### config.mk
export PLATFORM = sky130hd
export DESIGN_NAME = ft_recovery_sequencer
export DESIGN_NICKNAME = d
export VERILOG_FILES = /design/src/rtl/ft_pkg.sv /design/src/rtl/ft_sat_counter.sv /design/src/rtl/ft_recovery_sequencer.sv
export SDC_FILE = /design/constraint.sdc
export NUM_CORES = 1
export LEC_CHECK = 0
export CAP_MARGIN = 10
export CORE_MARGIN = 4
export CORE_UTILIZATION = 35
export DETAILED_ROUTE_END_ITERATION = 10
export PLACE_DENSITY = 0.95
export SETUP_SLACK_MARGIN = 0.05
export SLEW_MARGIN = 20
export SYNTH_ARGS = -nofsm -noshare
export SYNTH_HDL_FRONTEND = slang
export SYNTH_HIERARCHICAL = 1
export SYNTH_SLANG_ARGS = --single-unit
### constraint.sdc
create_clock -name clk_i -period 4.3 [get_ports clk_i]
set_clock_uncertainty 0.2 [all_clocks]
set_input_delay 0.645 -clock clk_i [delete_from_list [all_inputs] [get_ports clk_i]]
set_output_delay 0.645 -clock clk_i [all_outputs]
set_load 0.02 [all_outputs]
### src/rtl/ft_pkg.sv
// Shared types and default constants for the lockstep rollback-recovery sequencer.
package ft_pkg;

  typedef enum logic [2:0] {
    ST_IDLE,
    ST_HALT,
    ST_COPY,
    ST_PC,
    ST_RESUME,
    ST_FATAL
  } ft_rec_state_e;

  localparam int FT_NUM_REGS     = 32;
  localparam int FT_MAX_RETRY    = 3;
  localparam int FT_RETRY_WINDOW = 256;
  localparam int FT_ACK_TIMEOUT  = 16;

endpackage

### src/rtl/ft_sat_counter.sv
// Saturating up-counter with synchronous clear (clear wins over increment) and at-limit flag.
module ft_sat_counter #(
  parameter int WIDTH = 8,
  parameter int LIMIT = 255
) (
  input  logic             clk_i,
  input  logic             rst_n,
  input  logic             clr_i,
  input  logic             inc_i,
  output logic [WIDTH-1:0] cnt_o,
  output logic             at_lim_o
);

  localparam logic [WIDTH-1:0] LIM = WIDTH'(LIMIT);

  always_ff @(posedge clk_i or negedge rst_n) begin
    if (!rst_n)                    cnt_o <= '0;
    else if (clr_i)                cnt_o <= '0;
    else if (inc_i && cnt_o != LIM) cnt_o <= cnt_o + 1'b1;
  end

  assign at_lim_o = (cnt_o == LIM);

endmodule

### src/rtl/ft_recovery_sequencer.sv
// Rollback recovery sequencer: halt both cores, restore GPRs and PC from shadow, resume.
// Define FT_ERR_COUNT_EN to make err_count_o a live saturating recovery counter.
module ft_recovery_sequencer
  import ft_pkg::*;
#(
  parameter int ADDR_WIDTH   = 5,
  parameter int DATA_WIDTH   = 32,
  parameter int NUM_REGS     = FT_NUM_REGS,
  parameter int MAX_RETRY    = FT_MAX_RETRY,
  parameter int RETRY_WINDOW = FT_RETRY_WINDOW,
  parameter int ACK_TIMEOUT  = FT_ACK_TIMEOUT
) (
  input  logic                  clk_i,
  input  logic                  rst_n,
  input  logic                  error_i,
  output logic                  halt_o,
  input  logic                  halt_ack_a_i,
  input  logic                  halt_ack_b_i,
  output logic [ADDR_WIDTH-1:0] sgpr_raddr_o,
  input  logic [DATA_WIDTH-1:0] sgpr_rdata_i,
  output logic                  rf_we_o,
  output logic [ADDR_WIDTH-1:0] rf_waddr_o,
  output logic [DATA_WIDTH-1:0] rf_wdata_o,
  input  logic [DATA_WIDTH-1:0] spc_i,
  output logic                  pc_we_o,
  output logic [DATA_WIDTH-1:0] pc_o,
  output logic                  resume_o,
  output logic                  busy_o,
  output logic                  fatal_o,
  output logic [7:0]            err_count_o
);

  localparam int RW = $clog2(MAX_RETRY + 1);
  localparam int WW = $clog2(RETRY_WINDOW + 1);
  localparam int AW = $clog2(ACK_TIMEOUT + 1);
  localparam logic [ADDR_WIDTH-1:0] LAST_IDX = ADDR_WIDTH'(NUM_REGS - 1);
  localparam logic [RW-1:0]         MAX_R    = RW'(MAX_RETRY);

  ft_rec_state_e         state;
  logic [ADDR_WIDTH-1:0] idx;
  logic [RW-1:0]         retry_cnt, retry_eff;
  logic [WW-1:0]         win_cnt;
  logic [AW-1:0]         ack_cnt;
  logic                  win_full, ack_lim, storm, start_rec;

  // A full window forgives past retries even on the very cycle it fills.
  assign retry_eff = win_full ? '0 : retry_cnt;
  assign storm     = (retry_eff == MAX_R);
  assign start_rec = (state == ST_IDLE) && error_i && !storm;

  always_ff @(posedge clk_i or negedge rst_n) begin
    if (!rst_n) begin
      state     <= ST_IDLE;
      idx       <= ADDR_WIDTH'(1);
      retry_cnt <= '0;
    end else begin
      case (state)
        ST_IDLE: begin
          if (win_full) retry_cnt <= '0;
          if (error_i) begin
            if (storm) state <= ST_FATAL;
            else begin
              state     <= ST_HALT;
              retry_cnt <= retry_eff + 1'b1;
            end
          end
        end
        ST_HALT: begin
          if (halt_ack_a_i && halt_ack_b_i) begin
            state <= ST_COPY;
            idx   <= ADDR_WIDTH'(1);
          end else if (ack_lim) begin
            state <= ST_FATAL;
          end
        end
        ST_COPY: begin
          idx <= idx + 1'b1;
          if (idx == LAST_IDX) state <= ST_PC;
        end
        ST_PC:     state <= ST_RESUME;
        ST_RESUME: state <= ST_IDLE;
        ST_FATAL:  state <= ST_FATAL;
        default:   state <= ST_IDLE;
      endcase
    end
  end

  // Outputs are pure state decodes; the write data path passes the shadow read straight through.
  assign halt_o       = (state == ST_HALT) || (state == ST_COPY) || (state == ST_PC) || (state == ST_FATAL);
  assign rf_we_o      = (state == ST_COPY);
  assign sgpr_raddr_o = rf_we_o ? idx : '0;
  assign rf_waddr_o   = rf_we_o ? idx : '0;
  assign rf_wdata_o   = rf_we_o ? sgpr_rdata_i : '0;
  assign pc_we_o      = (state == ST_PC);
  assign pc_o         = pc_we_o ? spc_i : '0;
  assign resume_o     = (state == ST_RESUME);
  assign busy_o       = (state != ST_IDLE) && (state != ST_FATAL);
  assign fatal_o      = (state == ST_FATAL);

  ft_sat_counter #(.WIDTH(WW), .LIMIT(RETRY_WINDOW)) u_win_cnt (
    .clk_i(clk_i), .rst_n(rst_n), .clr_i(start_rec), .inc_i(state == ST_IDLE),
    .cnt_o(win_cnt), .at_lim_o(win_full)
  );

  ft_sat_counter #(.WIDTH(AW), .LIMIT(ACK_TIMEOUT - 1)) u_ack_cnt (
    .clk_i(clk_i), .rst_n(rst_n), .clr_i(start_rec), .inc_i(state == ST_HALT),
    .cnt_o(ack_cnt), .at_lim_o(ack_lim)
  );

`ifdef FT_ERR_COUNT_EN
  logic err_full;
  ft_sat_counter #(.WIDTH(8), .LIMIT(255)) u_err_cnt (
    .clk_i(clk_i), .rst_n(rst_n), .clr_i(1'b0), .inc_i(start_rec),
    .cnt_o(err_count_o), .at_lim_o(err_full)
  );
  logic unused_cnt;
  assign unused_cnt = ^{win_cnt, ack_cnt, err_full};
`else
  assign err_count_o = '0;
  logic unused_cnt;
  assign unused_cnt = ^{win_cnt, ack_cnt};
`endif

endmodule

==> results.toml, run 1 <==
[setup_path]
r2r_start = "u_win_cnt/cnt_o[3]"
cpMaxStageDelayCell = "clkdlybuf4s50_1"
worst-setup-path-type = "reg2out"
r2r_end = "u_ack_cnt/cnt_o[3]"
cp.required_ns = 3.45
rrSetupSlack_ns = 1.55
path_cells = "nor3b_4, buf_4, and2_1, clkdlybuf4s50_1"
cp_max_fo = 45
ff2ff_path_depth = 7
worstPathArrival_ns = 2.26
path_buf_inv = 2
cp_top_family = "buffers and inverters"
cp-end-kind = "output pin"
crit_path_start_kind = "flip-flop"
critical_path.max_stage_delay_ns = 0.62

[logic_synthesis]
synth-simple-area-share = 0.397
syn_inst = 227
yosys_warnings = 6
ys_seq_area_frac = 0.308
yosysTopAreaCell = "dfrtp_1"
synth_top_family_by_area = "simple AND/OR/NAND/NOR gates"
synthXorXnorAreaFrac = 0.0179
ys_seq_elements = 24
synth_area_mm2 = 0.00196
synth_area_leaders = "dfrtp_1 29%, and2_1 23%, buf_4 5.8%, ha_1 3.8%, nor2_1 2.7%"
synth_async_sr_flop_share = 1.00
synthDistinctLibCells = 51
synth_fa_ha_area_frac = 0.0384
ys.flop_type = "dfrtp_1"
synth_edf_count = 0
yosysTopAreaCellShare = 0.294
synth_compound_area_frac = 0.109
syn_avg_cell_area_um2 = 8.62
synth_mux_area_frac = 0.0345

[clock_network]
clockBufferDepth = 2
cts_tree = "built"
cts_buffers = 3
cts_num_sinks = 24
clk_latency_ns = 0.27
cts_htree_levels = 1
cts-resized-gates = 0
cts_root_buf = "clkbuf_8"
path_clk_slew_ns = 0.08
hold_buffers = 0
post-cts-setup-buffer-count = 0

[outcome]
status = "complete, no violations"

[timing]
slew_viol_final = 0
final_hold_viol_count = 0
period_minus_slack_ns = 3.11
min_period_over_period = 0.723
rsz0062_at_grt = "no"
tns_ns = 0
setup_viol = 0
max_freq_mhz = 322
relSlewSlack = 0.642
hold_ws_ns = 0.146
worst_slew_pin_slew_ns = 0.538

[routing]
drc = 0
drt_wl_total_um = 6480
ant_nets = 0
first_pass_iters = 4
drtIter0Drc = 69
viasPerCell = 4.80
avgRoutedWirePerCell_um = 14.9
via_count = 2087

[final_layout]
postLayoutCellArea_mm2 = 0.00348
nFillCells = 436
finalNonFillerCells = 435
final_nets = 441
area_growth_pct = 77.7
drive_gt1_frac = 0.0466
num_antenna_cells = 0

[placement]
portBuffers = 148
placedCellCount = 431
gp_congestion = 0.772
dp_hpwl_um = 5380
placed_area_mm2 = 0.00341

[floorplan]
die-area_mm2 = 0.00685
die_w_um = 82.8
core_area_mm2 = 0.00527
num_io_pins = 157
dieHeight_um = 82.8
start_util = 0.371
num_rows = 26

[power_and_ir_drop]
power.static_leakage_uw = 0.00142
finalPower_uw = 1540
p_int_uw = 901
sw_frac_of_total = 0.414
irDropWorstVdd_mv = 0.207
powerDensity_mw_per_mm2 = 442
pwr-share-seq = 0.305
p_sw_uw = 637
clockPowerShare = 0.128
combPwrFrac = 0.567

[global_route]
grt_pass1_wl_um = 9320
grtUsageTotal = 0.175
first_global_vias = 1957
grt_max_degree = 46
grt_overflow_total = 0
antenna_found_initial = 0

[run]
cap_violations = 0

[hold_path]
hp-class = "in2async"
[metal layers]
layer  GRT usage  vias to the layer above  wire (µm)
met3      0.0486                       10        619
met1       0.184                      960       2140
met4      0.0768                        0        130
met5           0                        -          0
met2       0.323                       96       3590
li1            -                     1021          -
[cells in the final DEF (no fill, tap or decap), types with 2 or more instances in the layout]
cell	count
clkdlybuf4s50_1	147
nand2_1	12
and2_1	71
dfrtp_1	23
or4_1	2
o31ai_1	3
nand2b_1	5
and3_1	2
xor2_1	3
inv_1	5
nand4_1	4
a21oi_1	9
o21ai_0	2
ha_1	6
clkbuf_8	3
a211oi_1	2
buf_4	3
mux2i_1	3
nor4_1	2
conb_1	8
a31oi_1	4
a22o_1	2
nor2b_1	2
nor2_1	14
[power groups by stage]
stage / logic (µW) / registers, µW / clock network (µW)
floorplan: 601 / 414 / 0
global placement: 847 / 461 / 0
detailed placement: 875 / 471 / 0
CTS: 882 / 467 / 201
global route: 950 / 487 / 213
finish: 872 / 469 / 197
[sequential cells by signal, indices dropped and copies added, names as in the netlist]
register and cells:
u_ack_cnt/cnt_o 5, state 3, u_win_cnt/cnt_o 9, idx 5, retry_cnt 2
[kinds of logic after synthesis]
| kind of cell | Yosys count |
|---|---|
| simple gates | 126 |
| flops | 24 |
| mux | 6 |
| xor+xnor | 4 |
| other cells | 1 |
| compound gates | 31 |
| fa+ha+maj | 6 |
| buf+inv | 29 |
[per-stage QoR]
stage               worst slack [ns]  utilization
detailed placement              1.48        0.647
floorplan                       1.58            -
global placement                1.53        0.647
CTS                             1.17        0.661
finish                          1.19        0.660
global route                    1.02        0.660
[synthesized netlist by cell type, types with 2 or more instances]
cell and number:
mux2i_1 3, nand2_1 12, a31oi_1 4, buf_4 15, a22o_1 2, nor2b_1 2
a21oi_1 9, nand2b_1 5, ha_1 6, o21ai_0 2, o31ai_1 3, clkbuf_1 5
buf_6 2, xor2_1 3, and2_1 71, and3_1 2, inv_1 5, nand4_1 4
dfrtp_1 23, nor2_1 14, buf_2 2, a211oi_1 2, or4_1 2, nor4_1 2
[how the worst max path moves through the flow]
stage / startpoint / end / slack (ns) / cells past startpoint
after CTS: state[1] / rf_waddr_o[2] / 1.17 / 4
after detailed placement: state[1] / sgpr_raddr_o[3] / 1.48 / 4
after floorplan: u_win_cnt/cnt_o[3] / u_win_cnt/cnt_o[8] / 1.58 / 7
final: state[1] / rf_waddr_o[2] / 1.19 / 4
after global placement: state[1] / rf_waddr_o[2] / 1.53 / 4
after global routing: state[1] / rf_waddr_o[2] / 1.02 / 4
[cell type report]
type | instances | area, µm² | share of cell area
flip-flops and latches | 24 | 602 | 0.173
clock inverters | 1 | 30.0 | 0.00864
clock buffers | 3 | 41.3 | 0.0119
well taps | 70 | 87.6 | 0.0252
multi-input cells | 181 | 1200 | 0.345
repair buffers | 151 | 1500 | 0.431
inverters | 5 | 18.8 | 0.00540
(Power assumes the default switching activity.)
==> inputs of run 2 (changes only) <==
--- a/config.mk
+++ b/config.mk
@@ -7,9 +7,9 @@
 export LEC_CHECK = 0
 export CAP_MARGIN = 10
 export CORE_MARGIN = 4
-export CORE_UTILIZATION = 35
+export CORE_UTILIZATION = 30
 export DETAILED_ROUTE_END_ITERATION = 10
-export PLACE_DENSITY = 0.95
+export PLACE_DENSITY = 0.89
 export SETUP_SLACK_MARGIN = 0.05
 export SLEW_MARGIN = 20
 export SYNTH_ARGS = -nofsm -noshare
==> constraint.sdc (replaced) <==
create_clock -name clk_i -period 2.8 [get_ports clk_i]
set_clock_uncertainty 0.2 [all_clocks]
set_input_delay 0.42 -clock clk_i [delete_from_list [all_inputs] [get_ports clk_i]]
set_output_delay 0.42 -clock clk_i [all_outputs]
set_load 0.02 [all_outputs]
==> run 2 against run 1 <==
  * Non-clock buffer count is 6 higher
  * Worst setup slack worse by 1.0 ns
  * Core utilization is 9.8 points lower
  * Clock-buffer cell count stayed put
  * Design area is 2.6% higher
  * Cell count is 3.0% higher
  * Critical path depth stayed put
  * Critical endpoint is now sgpr_raddr_o[2]
  * Highest routed layer unchanged
==> results.toml, run 2 (synthesized netlist as in run 1, its figures left out) <==
[outcome]
status = "complete, no violations"

[timing]
slew_viol_final = 0
hold_ws_ns = 0.300
setup_viol = 0
min_period_over_period = 0.930
max_freq_mhz = 384
worst_slack_ns = 0.195
tns_ns = 0
rsz0062_at_grt = "no"
final_hold_viol_count = 0
period_minus_slack_ns = 2.61

[power_and_ir_drop]
power.static_leakage_uw = 0.00153
clockPowerShare = 0.127
combPwrFrac = 0.591
p_sw_uw = 1000
powerDensity_mw_per_mm2 = 682
pwr-share-seq = 0.283
irDropWorstVdd_mv = 0.501
sw_frac_of_total = 0.413
p_int_uw = 1430

[setup_path]
path_buf_inv = 2
path_cells = "nor3b_4, buf_12, and2_1, clkdlybuf4s50_1"
cp.depth = 4
cpMaxStageDelayCell = "clkdlybuf4s50_1"
critical_path.max_stage_delay_ns = 0.61
crit_path_start_kind = "flip-flop"
ff2ff_path_depth = 7
cp_top_family = "buffers and inverters"
worst-setup-path-type = "reg2out"
worstPathArrival_ns = 1.99
cp_max_fo = 45
cp.required_ns = 2.18
cp-end-kind = "output pin"

[global_route]
antenna_found_initial = 0
grt_pass1_wl_um = 8800
grtUsageTotal = 0.139
grt_overflow_total = 0
first_global_vias = 1979
grt_max_degree = 46

[clock_network]
hold_buffers = 0
cts_num_sinks = 24
clk_latency_ns = 0.27
cts_tree = "built"
clockBufferDepth = 2
path_clk_slew_ns = 0.09
cts_root_buf = "clkbuf_8"
cts_htree_levels = 1
cts_buffers = 3

[floorplan]
core_area_mm2 = 0.00635
num_rows = 29
start_util = 0.308
num_io_pins = 157
die-area_mm2 = 0.00788
die_w_um = 88.8
dieHeight_um = 88.8

[hold_path]
hp-class = "in2async"

[routing]
avgRoutedWirePerCell_um = 13.8
first_pass_iters = 4
viasPerCell = 4.74
drt_wl_total_um = 6200
drc = 0
ant_nets = 0
drtIter0Drc = 93
via_count = 2124

[final_layout]
reg_top3 = "u_win_cnt/cnt_o x9, idx x5, u_ack_cnt/cnt_o x5"
num_antenna_cells = 0
drive_gt1_frac = 0.0674
largest-register = "u_win_cnt/cnt_o"
layout_commonest_cell = "clkdlybuf4s50_1"
postLayoutCellArea_mm2 = 0.00357
nFillCells = 567
final_cell_mix = "144 x clkdlybuf4s50_1, 71 x and2_1, 21 x dfrtp_1"
final_nets = 447
fin_util = 0.562
area_growth_pct = 82.3
largest_reg_flops = 9

[placement]
place_ws_ns = 0.187
dp_hpwl_um = 5100
portBuffers = 148
gp_congestion = 0.792
placed_area_mm2 = 0.00346

[run]
cap_violations = 0
run 2: changes by cell type in the layout (fill, tap and decap cells not counted), sizes merged:
| cell | delta |
|---|---|
| dlymetal6s2s | +4 |
| buf | +5 |
| clkdlybuf4s50 | -3 |
run 2: worst paths after layout:
path | start | to | slack [ns]
max | state[0] | sgpr_raddr_o[2] | 0.19
min | rst_n | u_win_cnt/cnt_o[7] | 0.30
max reg2reg | u_win_cnt/cnt_o[3] | u_win_cnt/cnt_o[8] | 0.28
min reg2reg | idx[0] | idx[0] | 0.32
max in group asynchronous | rst_n | idx[0] | 1.80
min in group clk_i | idx[0] | idx[0] | 0.32
run 2: power groups by stage:
| stage | registers [µW] | logic [µW] | clock network (µW) |
|---|---|---|---|
| global route | 708 | 1570 | 332 |
| floorplan | 636 | 924 | 0 |
| finish | 687 | 1440 | 308 |
| global placement | 679 | 1370 | 0 |
| CTS | 692 | 1420 | 315 |
| detailed placement | 693 | 1420 | 0 |
run 2: metrics by stage:
step                cells  total power, µW
floorplan             234             1560
global placement      442             2050
detailed placement    442             2110
CTS                   446             2430
global route          448             2610
finish                448             2430
run 2: final cells by class:
type                       count  area [µm²]  area share
timing repair buffer         157        1570       0.441
multi-input combinational    181        1200       0.338
sequential                    24         604       0.169
tap                           77        96.3      0.0270
clock buffer                   3        41.3      0.0116
clock inverter                 1        30.0     0.00842
inverter                       5        18.8     0.00526
run 2: worst register-to-register path, stage by stage, from the launching register on:
cell and delay [ns]:
dfrtp_1 0.43, or4_4 0.57, nor4_2 0.26, inv_1 0.12, a31oi_1 0.27, buf_4 0.24, nor2_1 0.07, mux2_2 0.26
run 2: timing repair:
item / CTS / global route
setup buffers: 0 / 2
endpoints found under the setup margin: 42 / 19
resized for setup: 1 / 6
run 2: metal layers:
layer | share of wire | track usage
met4 | 0.020 | 0.0563
met2 | 0.55 | 0.275
met3 | 0.11 | 0.0270
met1 | 0.32 | 0.140
met5 | 0 | 0
